**src/rtl/sync_debounce.sv**
```systemverilog
// sync_debounce: synchronises a raw asynchronous level into the clk domain,
// discards pulses shorter than DEBOUNCE_CYCLES, and presents a clean level
// plus one-cycle rise/fall pulses.
//
// state | meaning
// ------+-----------------------------------------------------------------
// IDLE  | synchronised input agrees with dout; nothing pending
// CHECK | synchronised input differs from dout; counting how long it holds
module sync_debounce #(
  parameter int SYNC_STAGES     = 2,
  parameter int DEBOUNCE_CYCLES = 4,
  parameter int CNT_W           = 8
) (
  input  logic clk,
  input  logic reset,
  input  logic din,
  output logic dout,
  output logic rise,
  output logic fall,
  output logic busy
);

  typedef enum logic {
    IDLE  = 1'b0,
    CHECK = 1'b1
  } state_t;

  // Last count value before a candidate level is accepted.
  localparam logic [CNT_W-1:0] CNT_LAST = CNT_W'(DEBOUNCE_CYCLES - 1);

  logic [SYNC_STAGES-1:0] sync_q, sync_d;
  logic                   s_out;

  state_t                 state_q, state_d;
  logic [CNT_W-1:0]       cnt_q, cnt_d;
  logic                   dout_q, dout_d;
  logic                   rise_q, rise_d;
  logic                   fall_q, fall_d;
  logic                   commit;

  // Synchroniser chain: plain shift, nothing between the stages.
  always_comb begin
    sync_d = {sync_q[SYNC_STAGES-2:0], din};
  end

  // Synchroniser registers; cleared to 0 on reset.
  always_ff @(posedge clk or negedge reset) begin
    if (!reset) begin
      sync_q <= '0;
    end else begin
      sync_q <= sync_d;
    end
  end

  assign s_out = sync_q[SYNC_STAGES-1];

  // Next-state, counter and output decode for the qualification FSM.
  always_comb begin
    state_d = state_q;
    cnt_d   = '0;
    dout_d  = dout_q;
    rise_d  = 1'b0;
    fall_d  = 1'b0;
    commit  = 1'b0;

    case (state_q)
      IDLE: begin
        if (s_out != dout_q) begin
          if (DEBOUNCE_CYCLES == 1) begin
            commit = 1'b1;
          end else begin
            state_d = CHECK;
            cnt_d   = CNT_W'(1);
          end
        end
      end
      CHECK: begin
        if (s_out == dout_q) begin
          // Glitch ended before qualifying: drop it silently.
          state_d = IDLE;
        end else if (cnt_q == CNT_LAST) begin
          commit  = 1'b1;
          state_d = IDLE;
        end else begin
          cnt_d = cnt_q + CNT_W'(1);
        end
      end
      default: begin
        state_d = IDLE;
      end
    endcase

    if (commit) begin
      dout_d = s_out;
      rise_d = s_out;
      fall_d = ~s_out;
    end
  end

  // FSM state, counter and registered outputs.
  always_ff @(posedge clk or negedge reset) begin
    if (!reset) begin
      state_q <= IDLE;
      cnt_q   <= '0;
      dout_q  <= 1'b0;
      rise_q  <= 1'b0;
      fall_q  <= 1'b0;
    end else begin
      state_q <= state_d;
      cnt_q   <= cnt_d;
      dout_q  <= dout_d;
      rise_q  <= rise_d;
      fall_q  <= fall_d;
    end
  end

  assign dout = dout_q;
  assign rise = rise_q;
  assign fall = fall_q;
  assign busy = (state_q == CHECK);

endmodule
```
**config.mk**
```make
export PLATFORM = sky130hd
export DESIGN_NAME = sync_debounce
export DESIGN_NICKNAME = d
export VERILOG_FILES = /design/src/rtl/sync_debounce.sv
export SDC_FILE = /design/constraint.sdc
export NUM_CORES = 1
export LEC_CHECK = 0
export CAP_MARGIN = 20
export CORE_MARGIN = 10
export CORE_UTILIZATION = 40
export CTS_BUF_LIST = sky130_fd_sc_hd__clkbuf_8
export DETAILED_ROUTE_END_ITERATION = 6
export PLACE_DENSITY_LB_ADDON = 0.15
export REMOVE_ABC_BUFFERS = 1
export SLEW_MARGIN = 30
export SYNTH_ARGS = -nofsm -noshare
export SYNTH_HDL_FRONTEND = slang
export SYNTH_SLANG_ARGS = --single-unit
```
**constraint.sdc**
```tcl
create_clock -name clk -period 2.5 [get_ports clk]
set_input_delay 0.375 -clock clk [delete_from_list [all_inputs] [get_ports clk]]
set_output_delay 0.375 -clock clk [all_outputs]
set_load 0.01 [all_outputs]
```
==> results.txt <==
- Largest driver fanout on the critical path: 5
- Post-route setup TNS: 0 ps
* Tightest Hold Check Type: reg -> reg
- Power Internal: 0.490 mW
* Number of synthesis warnings: 0
* Share of flip-flops with an asynchronous set or reset after synthesis: 1.00
* Seq/Total Area, Yosys: 0.567
- The share of total power dissipated in sequential elements is 0.431.
- After synthesis the cells add up to 618 µm².
- Flip-flop and latch count after synthesis: 14
* Area growth from synthesis to layout: 21.9%
* Startpoint of the worst register-to-register path: cnt_q[0]
- Between clock sinks in the finished design, the worst skew comes to 3.12 ps.
- In the post-route analysis, the smallest setup slack over all paths is 721 ps.
- No sink is reached through more buffers than the 2 on the longest clock path.
- After global routing the overflow that remains totals 0.
- Setup repair after global routing left no endpoint under its margin.
* Die W: 59.3 µm
- Hold buffers post-CTS: 0
* Final clock period utilization by the worst path: 0.711
* Count of H-tree levels built during CTS: 1
* GRT Resource Usage Total: 0.0666
* Library cells used by synthesis: 20
- Count of standard-cell rows: 14
* Outcome: finished clean
* Switching fraction of total power: 0.314
- For this run, the number of standard cells in the final layout without fillers is 79.
- Total Die Area: 3520 µm²
* Post-Place Setup Slack: 729 ps
- Dividing total power by cell area gives a power density of 948 nW/µm².
- Post-route cell area: 753 µm²
* Leading cell types in the layout, fill and taps excluded: dfrtp_1, clkdlybuf4s50_1, nor2_1
- Total number of clock tree sinks: 14
- Standby leakage power: 0.323 nW
- Final number of setup-violating endpoints: 0
* Peak clock frequency supported by timing: 562 MHz
- Pre-Repair DR Iteration Count: 4
- Required arrival time at the worst endpoint: 2630 ps
* Post-CTS setup repair buffer count: 0
- Total core area: 1490 µm²
- Routed length per placed instance: 13.9 µm
- Number of vias after detailed routing: 410
- During placement, the flow inserted port buffers numbering 6.
- Routability-driven placement finished with a final weighted congestion of 0.721.
* Die Ht: 59.3 µm
* Detailed-route wire length: 1.10 mm
- Gate power share: 0.262
- Remaining antenna violation count after routing: 0
- CTS placed an instance of clkbuf_8 at the clock tree root.
- Count of filler cells inserted in the layout: 118
- The first global-routing pass estimated 1.73 mm of wire.
- Antenna cells: 0
- Most used flip-flop cell after synthesis: dfrtp_1
- Headroom to the max-slew limit came out at 0.597.
- Leaving out fill and tap cells, the most frequent cell in the layout is dfrtp_1.
* Sort of element at the end of the critical path: register
- Final-stage net count: 69
* Clock-pin slew of the registers on the worst-case setup and hold paths: 60 ps
- Hold wc startpoint: sync_q[0]
* Ratio of cells with drive above 1 in the final layout: 0.111
- Max rail drop VDD: 0.000583 V
- Via count of the first global-routing pass: 400
- The smallest clock period supported by the final layout is computed as 1780 ps.
- In this run the cell area measured after placement is 698 µm².
- Critical Path Source Type: register
* Clock share of power: 0.306
- Total count of max-transition violations in the final report: 0
- Entering global routing, the biggest net connects 15 pins.
* Resize count post-CTS: 0
- In this run, the number of DRC markers left after iteration 0 of detailed routing was 5.
- Vias per cell: 5.19
* Number of cells in the design after placement: 75
* Synthesized instance count: 53
- Transition time of the tightest slew-check pin: 603 ps
- Pin placement for this block handled 7 I/O pins.
- Buffers inserted during clock tree synthesis total 3.
- For this configuration, the core starts out at a cell density of 0.415.
* Sw power: 0.224 mW
- TritonCTS built the clock tree.
- The total count of hold-check failures in the final report came to 0.
- Yosys mapped a number of flops with a built-in enable equal to 0.
- In the routed design, unresolved DRC markers number 0.
- The average instance in the mapped netlist occupies 11.7 µm².
- Worst setup path startpoint: cnt_q[0]
* Max_cap viols: 0
- Number of antenna violations at the first check in global routing: 0
- Arrival time of the worst setup path: 1900 ps
- Final HPWL DP: 773 µm
* Critical path class: reg -> reg
- Clock Latency Late Sink: 240 ps
power by group through the flow:
stage / combinational [mW] / clock [mW] / sequential (mW)
2_1_floorplan: 0.113 / 0 / 0.311
6_report: 0.187 / 0.219 / 0.308
5_1_grt: 0.203 / 0.234 / 0.313
4_1_cts: 0.191 / 0.222 / 0.308
3_5_place_dp: 0.185 / 0 / 0.311
3_3_place_gp: 0.194 / 0 / 0.309
area by class of cell:
cell class	count	area, µm²	area share
flip-flops and latches	14	350	0.465
multi-input cells	36	256	0.341
well taps	16	20.0	0.0266
repair buffers	6	60.1	0.0797
clock buffers	4	55.1	0.0731
inverters	3	11.3	0.0150
stage by stage:
step | util | power, mW | hold slack, ps
after global routing | 0.506 | 0.750 | 367
after CTS | 0.506 | 0.721 | 356
after floorplan | - | 0.424 | 79.4
after detailed placement | 0.469 | 0.496 | 343
after global placement | 0.469 | 0.502 | 334
final | 0.506 | 0.714 | 353
Yosys cell counts, types with 2 or more instances:
cell type / count / area [µm²]
dfrtp_1: 14 / 350
nor2_1: 5 / 18.8
a21oi_1: 4 / 20.0
or3_1: 4 / 25.0
inv_1: 3 / 11.3
nand3_1: 3 / 15.0
o21ai_0: 3 / 15.0
xnor2_1: 3 / 26.3
ha_1: 2 / 25.0
xor2_1: 2 / 17.5
per-layer routing:
metal | vias up | wire (µm) | part of all wire | GRT usage
li1 | 206 | - | - | -
met5 | - | 0 | 0 | 0
met2 | 7 | 498 | 0.45 | 0.0951
met1 | 193 | 502 | 0.46 | 0.0771
met4 | 0 | 22 | 0.020 | 0.0393
met3 | 4 | 71 | 0.065 | 0.0343
critical path: stages (launching register included):
cell,delay [ps]
dfrtp_1,410
ha_1,200
or4b_4,520
nor3_4,200
mux2_1,330
state kept, by name, indices dropped and copies added, names as in the netlist:
signal / cells
fall: 1
busy: 1
rise: 1
dout: 1
cnt_q: 8
sync_q: 2
final timing paths:
check	depth (start not counted)	slack (ps)	endpoint
hold / removal	0	350	sync_q[1]
setup reg to reg	4	720	dout
max in group asynchronous	1	1600	sync_q[1]
hold reg to reg	0	350	sync_q[1]
min in group asynchronous	1	510	cnt_q[7]
setup / recovery	4	720	dout
kinds of logic (layout without fill, tap and decap cells):
family	after synthesis	in the layout	synth area share
DFF	14	14	0.567
adders and majority gates	2	2	0.0405
and+or+nand+nor	19	19	0.196
xor gates and xnor gates	5	5	0.0709
AOI/OAI and AO/OA	9	9	0.0891
buffers and inverters	3	13	0.0182
muxes	1	1	0.0182
Power figures use the tool's default switching activity.
